<file path="config.mk">
export PLATFORM = sky130hd
export DESIGN_NAME = at_buf_ctl_flat
export DESIGN_NICKNAME = d
export VERILOG_FILES = /design/src/rtl/at_buf_pkg.sv /design/src/rtl/at_buf_ctl_if.sv /design/src/rtl/at_buf_bank.sv /design/src/rtl/at_buf_ctl.sv /design/src/flat_wrapper.sv
export SDC_FILE = /design/constraint.sdc
export NUM_CORES = 1
export LEC_CHECK = 0
export BUFFER_PORTS_ARGS = -buffer_cell sky130_fd_sc_hd__buf_2
export CAP_MARGIN = 30
export CORE_AREA = 5 5 101 103
export DETAILED_ROUTE_END_ITERATION = 10
export DIE_AREA = 0 0 106 108
export GPL_TIMING_DRIVEN = 0
export SLEW_MARGIN = 15
export SYNTH_ARGS = -nofsm -noshare
export SYNTH_HDL_FRONTEND = slang
export SYNTH_SLANG_ARGS = --single-unit
</file>
<file path="constraint.sdc">
create_clock -name gclk -period 3.4 [get_ports gclk]
set_clock_uncertainty 0.05 [all_clocks]
set_input_delay 0.17 -clock gclk [delete_from_list [all_inputs] [get_ports gclk]]
set_output_delay 0.17 -clock gclk [all_outputs]
set_load 0.02 [all_outputs]
</file>
<file path="src/rtl/at_buf_pkg.sv">
// Shared types and defaults for the ping-pong attribute buffer controller.
package at_buf_pkg;

  localparam int unsigned AT_BUF_DEPTH = 16;
  localparam int unsigned AT_BUF_AW    = 4;

  typedef enum logic [1:0] {
    EMPTY    = 2'd0,
    FILLING  = 2'd1,
    FULL     = 2'd2,
    DRAINING = 2'd3
  } bank_st_e;

  // A bank "holds a set" once closed until its last word has been handshaked.
  function automatic logic holds_set(input bank_st_e s);
    return (s == FULL) || (s == DRAINING);
  endfunction

endpackage

</file>
<file path="src/rtl/at_buf_ctl_if.sv">
// Producer/consumer handshake and RAM/latch control bundle for at_buf_ctl.
interface at_buf_ctl_if
  import at_buf_pkg::*;
#(
  parameter int unsigned AW = AT_BUF_AW
);
  logic          wr_valid;
  logic          wr_last;
  logic          wr_ready;
  logic          rd_ready;
  logic          rd_valid;
  logic          rd_last;
  logic          ram_we;
  logic          ram_wbank;
  logic [AW-1:0] ram_waddr;
  logic          ram_rbank;
  logic [AW-1:0] ram_raddr;
  logic          lat_en;
  logic [1:0]    bank_full;

  modport master (
    input  wr_valid, wr_last, rd_ready,
    output wr_ready, rd_valid, rd_last, ram_we, ram_wbank, ram_waddr,
           ram_rbank, ram_raddr, lat_en, bank_full
  );

  modport slave (
    output wr_valid, wr_last, rd_ready,
    input  wr_ready, rd_valid, rd_last, ram_we, ram_wbank, ram_waddr,
           ram_rbank, ram_raddr, lat_en, bank_full
  );
endinterface

</file>
<file path="src/rtl/at_buf_bank.sv">
// One attribute RAM bank: lifecycle state, write count and latched set length.
module at_buf_bank
  import at_buf_pkg::*;
#(
  parameter int unsigned DEPTH = AT_BUF_DEPTH,
  parameter int unsigned AW    = AT_BUF_AW
) (
  input  logic        clk,
  input  logic        rst_n,
  input  logic        clr,
  input  logic        wr_en,
  input  logic        wr_last,
  input  logic        rd_start,
  input  logic        rd_done,
  output bank_st_e    st,
  output logic [AW:0] cnt,
  output logic [AW:0] len,
  output logic        closing
);

  localparam logic [AW:0] DEPTH_W = DEPTH[AW:0];
  localparam logic [AW:0] ONE     = {{AW{1'b0}}, 1'b1};

  bank_st_e    st_nxt;
  logic [AW:0] cnt_inc;

  always_ff @(posedge clk or negedge rst_n) begin
    if (!rst_n) st <= EMPTY;
    else        st <= st_nxt;
  end

  always_comb begin
    st_nxt = st;
    unique case (st)
      EMPTY:    if (wr_en)    st_nxt = closing ? FULL : FILLING;
      FILLING:  if (closing)  st_nxt = FULL;
      FULL:     if (rd_start) st_nxt = DRAINING;
      DRAINING: if (rd_done)  st_nxt = EMPTY;
      default:                st_nxt = EMPTY;
    endcase
    if (clr) st_nxt = EMPTY;
  end

  // A full bank closes even without wr_last, so the count never wraps.
  always_comb begin
    cnt_inc = cnt + ONE;
    closing = wr_en && (wr_last || (cnt_inc == DEPTH_W));
  end

  always_ff @(posedge clk or negedge rst_n) begin
    if (!rst_n) begin
      cnt <= '0;
      len <= '0;
    end else if (clr) begin
      cnt <= '0;
      len <= '0;
    end else if (closing) begin
      cnt <= '0;
      len <= cnt_inc;
    end else if (wr_en) begin
      cnt <= cnt_inc;
    end
  end

endmodule

</file>
<file path="src/rtl/at_buf_ctl.sv">
// Ping-pong controller for two attribute RAM banks plus the read delay-latch stage.
// Optional synchronous flush input enabled by defining AT_BUF_FLUSH_EN.
module at_buf_ctl
  import at_buf_pkg::*;
#(
  parameter int unsigned DEPTH = AT_BUF_DEPTH,
  parameter int unsigned AW    = AT_BUF_AW
) (
  input  logic  gclk,
  input  logic  reset_l,
`ifdef AT_BUF_FLUSH_EN
  input  logic  flush,
`endif
  at_buf_ctl_if.master bus
);

  localparam logic [AW:0] ONE = {{AW{1'b0}}, 1'b1};

  bank_st_e    st  [2];
  logic [AW:0] cnt [2];
  logic [AW:0] len [2];
  logic [1:0]  closing;

  logic        wb, rb;
  logic [AW:0] rcnt;
  logic        rd_valid, rd_last;
  logic        flush_i;
  logic        wr_ready, we, rd_avail, issue, done;
  logic [AW:0] last_idx;
  logic [1:0]  wsel, rsel;

`ifdef AT_BUF_FLUSH_EN
  always_comb flush_i = flush;
`else
  always_comb flush_i = 1'b0;
`endif

  always_comb begin
    wr_ready = !flush_i && ((st[wb] == EMPTY) || (st[wb] == FILLING));
    we       = bus.wr_valid && wr_ready;
    // Keep issuing from a draining bank until every word of the set is out.
    rd_avail = (st[rb] == FULL) || ((st[rb] == DRAINING) && (rcnt != len[rb]));
    issue    = !flush_i && rd_avail && (!rd_valid || bus.rd_ready);
    done     = !flush_i && rd_valid && bus.rd_ready && rd_last;
    last_idx = len[rb] - ONE;
    wsel     = wb ? 2'b10 : 2'b01;
    rsel     = rb ? 2'b10 : 2'b01;
  end

  at_buf_bank #(.DEPTH(DEPTH), .AW(AW)) u_bank0 (
    .clk(gclk), .rst_n(reset_l), .clr(flush_i),
    .wr_en(we && wsel[0]), .wr_last(bus.wr_last),
    .rd_start(issue && rsel[0]), .rd_done(done && rsel[0]),
    .st(st[0]), .cnt(cnt[0]), .len(len[0]), .closing(closing[0])
  );

  at_buf_bank #(.DEPTH(DEPTH), .AW(AW)) u_bank1 (
    .clk(gclk), .rst_n(reset_l), .clr(flush_i),
    .wr_en(we && wsel[1]), .wr_last(bus.wr_last),
    .rd_start(issue && rsel[1]), .rd_done(done && rsel[1]),
    .st(st[1]), .cnt(cnt[1]), .len(len[1]), .closing(closing[1])
  );

  always_ff @(posedge gclk or negedge reset_l) begin
    if (!reset_l) begin
      wb       <= 1'b0;
      rb       <= 1'b0;
      rcnt     <= '0;
      rd_valid <= 1'b0;
      rd_last  <= 1'b0;
    end else if (flush_i) begin
      wb       <= 1'b0;
      rb       <= 1'b0;
      rcnt     <= '0;
      rd_valid <= 1'b0;
      rd_last  <= 1'b0;
    end else begin
      if (|closing) wb <= ~wb;
      if (done) begin
        rb   <= ~rb;
        rcnt <= '0;
      end else if (issue) begin
        rcnt <= rcnt + ONE;
      end
      if (issue) begin
        rd_valid <= 1'b1;
        rd_last  <= (rcnt == last_idx);
      end else if (bus.rd_ready) begin
        rd_valid <= 1'b0;
        rd_last  <= 1'b0;
      end
    end
  end

  always_comb begin
    bus.wr_ready  = wr_ready;
    bus.ram_we    = we;
    bus.ram_wbank = wb;
    bus.ram_waddr = cnt[wb][AW-1:0];
    bus.ram_rbank = rb;
    bus.ram_raddr = rcnt[AW-1:0];
    bus.lat_en    = issue;
    bus.rd_valid  = rd_valid;
    bus.rd_last   = rd_last;
    bus.bank_full = {holds_set(st[1]), holds_set(st[0])};
  end

endmodule

</file>
<file path="src/flat_wrapper.sv">
// flat-port wrapper written by rule: the top's interface ports become plain ports
module at_buf_ctl_flat import at_buf_pkg::*;
#(
  parameter int unsigned DEPTH = AT_BUF_DEPTH,
  parameter int unsigned AW    = AT_BUF_AW
)
  (gclk, reset_l, bus_wr_valid, bus_wr_last, bus_rd_ready, bus_wr_ready, bus_rd_valid, bus_rd_last, bus_ram_we, bus_ram_wbank, bus_ram_waddr, bus_ram_rbank, bus_ram_raddr, bus_lat_en, bus_bank_full);
  at_buf_ctl_if #(.AW(AW)) bus_i ();
  input  logic gclk;
  input  logic reset_l;
  input wire logic [$bits(bus_i.wr_valid)-1:0] bus_wr_valid;
  input wire logic [$bits(bus_i.wr_last)-1:0] bus_wr_last;
  input wire logic [$bits(bus_i.rd_ready)-1:0] bus_rd_ready;
  output wire logic [$bits(bus_i.wr_ready)-1:0] bus_wr_ready;
  output wire logic [$bits(bus_i.rd_valid)-1:0] bus_rd_valid;
  output wire logic [$bits(bus_i.rd_last)-1:0] bus_rd_last;
  output wire logic [$bits(bus_i.ram_we)-1:0] bus_ram_we;
  output wire logic [$bits(bus_i.ram_wbank)-1:0] bus_ram_wbank;
  output wire logic [$bits(bus_i.ram_waddr)-1:0] bus_ram_waddr;
  output wire logic [$bits(bus_i.ram_rbank)-1:0] bus_ram_rbank;
  output wire logic [$bits(bus_i.ram_raddr)-1:0] bus_ram_raddr;
  output wire logic [$bits(bus_i.lat_en)-1:0] bus_lat_en;
  output wire logic [$bits(bus_i.bank_full)-1:0] bus_bank_full;
  assign bus_i.wr_valid = bus_wr_valid;
  assign bus_i.wr_last = bus_wr_last;
  assign bus_i.rd_ready = bus_rd_ready;
  assign bus_wr_ready = bus_i.wr_ready;
  assign bus_rd_valid = bus_i.rd_valid;
  assign bus_rd_last = bus_i.rd_last;
  assign bus_ram_we = bus_i.ram_we;
  assign bus_ram_wbank = bus_i.ram_wbank;
  assign bus_ram_waddr = bus_i.ram_waddr;
  assign bus_ram_rbank = bus_i.ram_rbank;
  assign bus_ram_raddr = bus_i.ram_raddr;
  assign bus_lat_en = bus_i.lat_en;
  assign bus_bank_full = bus_i.bank_full;
  at_buf_ctl #(.DEPTH(DEPTH), .AW(AW)) u_core (.gclk(gclk), .reset_l(reset_l), .bus(bus_i));
endmodule
</file>
==> results_dict.tcl, run 1 <==
set metrics [dict create \
    slowest_stage "a2111o_1" \
    tns_ns 0 \
    drv_slew 0 \
    cts_root_buf "clkbuf_8" \
    clkTransAtPathRegs_ns 0.06 \
    yosysSeqAreaShare 0.3675 \
    synth_top_area_cell "dfrtp_1" \
    antenna_found_initial 0 \
    diodes 0 \
    drive_gt1_frac 0.1838 \
    ys_seq_elements 33 \
    cts_tree "yes" \
    maxCapViolations 0 \
    ant_nets 0 \
    synth_common_cells "dfrtp_1, nand2_1, o21ai_0, nor2_1, ha_1" \
    grt_util_all_layers 0.09420 \
    crit_path_start_kind "register" \
    hold_path.class "in2reg" \
    drc_errors 0 \
    avgSynthCellArea_um2 9.210 \
    finalCriticalPeriod_ns 2.354 \
    grt_max_degree 34 \
    area_growth_pct 15.70 \
    relSlewSlack 0.4852 \
    place.detailed.hpwl_mm 3.824 \
    finalHoldViolCount 0 \
    crit_chain "clkbuf_2 -> xnor2_1 -> nand3_1 -> a2111o_1 -> o21ai_4 -> inv_1 -> buf_2" \
    synth-edff-count 0 \
    std_cell_rows 35 \
    worstMarginPinSlew_ns 0.7722 \
    finalNetCount 291 \
    status "finished clean" \
    pin_count 22 \
    totalWireLength_mm 5.168 \
    routed-via-count 1817 \
    die_y_um 108 \
    ys.flop_type "dfrtp_1" \
    syn_area_um2 2247 \
    cts_resized 0 \
    clk_latency_ns 0.28 \
    overflow 0 \
    wl_per_cell_um 13.49 \
    syn_inst 244 \
    yosys_warnings 0 \
    synth_nets 263 \
    setup_viol 0 \
    critPathMaxStageDelay_ns 0.53 \
    max-clock-path-buffers 2 \
    grt_pass1_vias 1793 \
    gp_congestion 0.8352 \
    yosys.area.top_type_share 0.3675 \
    htree_levels 2 \
    start_util 0.2467 \
    ir_drop_mv 0.4343 \
    fin_util 0.2854 \
    grt_setup_unrepaired "false" \
    die_w_um 106 \
    power_leakage_nw 1.160 \
    crit_fanout 8 \
    fill_cells 985 \
    post_cts_buffers 0 \
    dpl_cell_area_um2 2486 \
    end_kind "primary output" \
    core_area_um2 9109 \
    powerDensity_nw_per_um2 1065 \
    firstDrtPassIters 4 \
    crit_required_ns 3.18 \
    synth.distinct_cells 48 \
    criticalPathCategory "reg2out" \
    arrival_ns 2.13 \
    io_buffers 20 \
    ys_async_sr_fraction 1.000 \
    drt_iter0_drc 81 \
    synth.most_common_cell "dfrtp_1" \
    netlist_top_cells_area "dfrtp_1, ha_1, mux2i_1" \
    routed_via_density 4.744 \
    clock_sinks 33 \
    hold_slack_ns 0.2306 \
    clock.fmax_ghz 0.4249 \
    grt_pass1_wl_mm 8.880 \
    min_period_over_period 0.6923 \
    dieArea_um2 11450 \
    fin_area_um2 2600 \
    design_power_total_w 0.002770 \
    cts_made_buffers 5 \
]
placed cells by master, fill, tap and decap left out, types with 2 or more instances in the layout:
master,count
xor2_1,9
nor2b_1,4
nor2_1,17
or2_2,2
nand2_1,25
dfrtp_1,33
buf_4,5
o31ai_1,2
inv_1,10
a21oi_1,13
xnor2_1,8
clkbuf_8,5
or3_1,3
o2111ai_1,2
mux2i_1,11
mux2_2,7
buf_2,22
ha_1,14
and4b_1,2
clkbuf_1,4
a21o_1,2
o21ai_0,19
a31oi_1,4
a21boi_0,2
nand3_1,13
nor3_1,7
nor3b_1,2
layer usage:
layer	GRT usage	routed length, um
met5	0	0
met4	0.01943	34
met3	0.02627	248
met2	0.1448	2160
met1	0.1326	2725
worst max-delay path: cells and delay by family, from the launching register on:
| family | cells | cell delay (ns) |
|---|---|---|
| and+or+nand+nor | 1 | 0.10 |
| DFF | 1 | 0.40 |
| AOI/OAI and AO/OA | 2 | 0.79 |
| xor gates and xnor gates | 1 | 0.17 |
| buffers and inverters | 3 | 0.40 |
registers in the layout, summed over array words and instances (netlist names), 2 cells and up:
signal,flops
u_core.u_bank1.len,5
u_core.u_bank1.cnt,5
u_core.u_bank0.cnt,5
u_core.rcnt,5
u_core.u_bank0.len,5
u_core.u_bank1.st,2
u_core.u_bank0.st,2
repair_timing:
action,4_1_cts,5_1_grt
hold buffers,1,0
endpoints found under the hold margin,33,0
endpoints found under the setup margin,0,0
through the flow:
| stage | worst slack, ns | std cells |
|---|---|---|
| final | 1.046 | 383 |
| after global routing | 0.8788 | 383 |
| after CTS | 1.029 | 383 |
| after detailed placement | 1.087 | 375 |
| after global placement | 1.157 | 375 |
| after floorplan | 1.189 | 244 |
logic make-up after synthesis:
kind of cell,Yosys count,synth area share
XOR/XNOR,18,0.07851
AND/OR/NAND/NOR,81,0.1732
multiplexers,18,0.08408
adder cells (fa/ha/maj),14,0.07795
AO/OA/AOI/OAI,56,0.1604
buffers and inverters,24,0.05846
flip-flops,33,0.3675
final timing paths:
kind                                       startpoint                    end  slack (ns)  depth (start not counted)
worst max-delay path                   u_core.rcnt[1]             bus_lat_en        1.05                          7
worst min-delay path                     bus_rd_ready         u_core.rcnt[1]        0.23                          4
worst max register to register   u_core.bus.ram_rbank   u_core.u_bank1.st[1]        1.09                          7
worst min register to register  u_core.u_bank1.len[0]  u_core.u_bank1.len[0]        0.46                          1
max in group asynchronous                     reset_l   u_core.u_bank1.st[1]        2.37                          2
min in group asynchronous                     reset_l  u_core.u_bank0.cnt[4]        0.44                          2
final cells by class:
| class | count | area (um2) | share of cell area |
|---|---|---|---|
| Multi-Input combinational cell | 187 | 1290 | 0.4962 |
| Buffer | 14 | 93.84 | 0.03609 |
| Tap cell | 111 | 138.9 | 0.05342 |
| Sequential cell | 33 | 825.8 | 0.3176 |
| Inverter | 10 | 37.54 | 0.01444 |
| Clock buffer | 5 | 68.82 | 0.02647 |
| Timing Repair Buffer | 21 | 110.1 | 0.04235 |
| Clock inverter | 2 | 35.03 | 0.01347 |
where the power goes:
group | internal [W] | leakage [nW] | total (W) | switching, W
clock network | 0.000213 | 0.0540 | 0.000357 | 0.000144
registers | 0.000575 | 0.399 | 0.000800 | 0.000225
logic | 0.000701 | 0.707 | 0.00161 | 0.000913
Power figures use the tool's default switching activity.
==> run 2, diff against run 1 <==
clock period = 2.45 ns   (was 3.4 ns; I/O delays follow)
==> results_dict.tcl, run 2 (synthesis gave the netlist of run 1 again) <==
set metrics [dict create \
    core_area_um2 9109 \
    finalNetCount 293 \
    routed_via_density 4.704 \
    setup_viol 0 \
    design_power_total_w 0.003878 \
    power_leakage_nw 1.171 \
    start_util 0.2467 \
    finalCriticalPeriod_ns 2.307 \
    clock_sinks 33 \
    criticalPathCategory "reg2reg" \
    layout_commonest_cell "dfrtp_1" \
    tns_ns 0 \
    slowest_stage "mux2i_1" \
    place.detailed.hpwl_mm 3.824 \
    cts_tree "yes" \
    r2r_start "u_core.bus.ram_rbank" \
    area_growth_pct 16.59 \
    htree_levels 2 \
    antenna_found_initial 0 \
    grt_setup_unrepaired "false" \
    reg2regPathDepth 7 \
    relSlewSlack 0.4836 \
    min_period_over_period 0.9416 \
    grt_pass1_vias 1793 \
    routed-via-count 1811 \
    reg2reg_to "u_core.u_bank1.st[1]" \
    grt_pass1_wl_mm 8.880 \
    io_buffers 20 \
    hold_depth 4 \
    status "finished clean" \
    fin_util 0.2876 \
    std_cell_rows 35 \
    overflow 0 \
    arrival_ns 2.42 \
    wl_per_cell_um 13.44 \
    cts_root_buf "clkbuf_8" \
    firstDrtPassIters 4 \
    max-clock-path-buffers 2 \
    drv_slew 0 \
    r2r_slack_ns 0.14 \
    die_w_um 106 \
    whs_endpoint "u_core.rcnt[1]" \
    worstHoldStart "bus_rd_ready" \
    grt_max_degree 34 \
    totalWireLength_mm 5.175 \
    crit_fanout 10 \
    diodes 0 \
    crit_path_start_kind "register" \
    grt_util_all_layers 0.09420 \
    end_kind "register" \
    gp_congestion 0.8352 \
    clk_latency_ns 0.29 \
    hold_path.class "in2reg" \
    mostFrequentLayoutCells "dfrtp_1, nand2_1, buf_2, o21ai_0, nor2_1" \
    pin_count 22 \
    drc_errors 0 \
    crit_required_ns 2.56 \
    dieArea_um2 11450 \
    cts_made_buffers 5 \
    drive_gt1_frac 0.1934 \
    clkTransAtPathRegs_ns 0.06 \
    ir_drop_mv 0.6022 \
    ant_nets 0 \
    clock.fmax_ghz 0.4335 \
    critPathMaxStageDelay_ns 0.48 \
    finalHoldViolCount 0 \
    worstMarginPinSlew_ns 0.7747 \
    maxCapViolations 0 \
    drt_iter0_drc 79 \
    crit_chain "buf_6 -> buf_8 -> mux2i_1 -> xnor2_4 -> nor2_2 -> o311a_1 -> or3_1" \
    powerDensity_nw_per_um2 1480 \
    die_y_um 108 \
]
-- run 2: layout make-up --
cell class	instances	area, um2
fill	987	6489
inverter	10	37.54
buffer	14	93.84
tap	111	138.9
timing repair buffer	23	125.1
multi-input combinational	187	1295
sequential	33	825.8
clock buffer	5	68.82
clock inverter	2	35.03
-- run 2: power by group --
| group | switching, W | total, W | internal, W |
|---|---|---|---|
| registers | 0.000314 | 0.00111 | 0.000798 |
| logic | 0.00127 | 0.00227 | 0.00100 |
| clock network | 0.000200 | 0.000496 | 0.000296 |
| total | 0.00178 | 0.00388 | 0.00209 |
-- run 2: layer usage --
metal / vias up / wire, um / track usage
met1: 855 / 2731 / 0.1326
met5: - / 0 / 0
met2: 38 / 2174 / 0.1448
li1: 914 / - / -
met4: 0 / 37 / 0.01943
met3: 4 / 231 / 0.02627
-- run 2: critical path, delay by kind of cell, from the launching register on --
kind,cells,cell delay [ns]
compound gates,1,0.34
xor+xnor,1,0.23
buf+inv,2,0.27
flops,1,0.37
mux,1,0.48
simple gates,2,0.45
-- run 2: worst max-delay path by stage --
stage                                end  slack [ns]  cells after the start                  from
detailed placement  u_core.u_bank1.st[1]        0.14                      7  u_core.bus.ram_rbank
global placement    u_core.u_bank1.st[1]        0.21                      7  u_core.bus.ram_rbank
CTS                           bus_lat_en        0.13                      7  u_core.bus.ram_rbank
global route                  bus_lat_en        0.04                      7  u_core.bus.ram_rbank
finish              u_core.u_bank1.st[1]        0.14                      7  u_core.bus.ram_rbank
floorplan           u_core.u_bank1.st[1]        0.24                      7  u_core.bus.ram_rbank
-- run 2: what timing repair did --
| item | CTS | global route |
|---|---|---|
| endpoints found under the hold margin | 33 | 0 |
| hold buffers | 1 | 0 |
| resized for setup | 0 | 1 |
| setup buffers | 0 | 2 |
| endpoints found under the setup margin | 0 | 2 |
-- run 2: through the flow --
stage	instances	cell area (um2)	worst slack, ns	hold WS (ns)
floorplan	244	2247	0.2392	-0.2231
global placement	375	2486	0.2074	0.1900
detailed placement	375	2486	0.1373	0.1991
CTS	383	2600	0.1261	0.1680
global route	385	2620	0.03621	0.2041
finish	385	2620	0.1431	0.1763
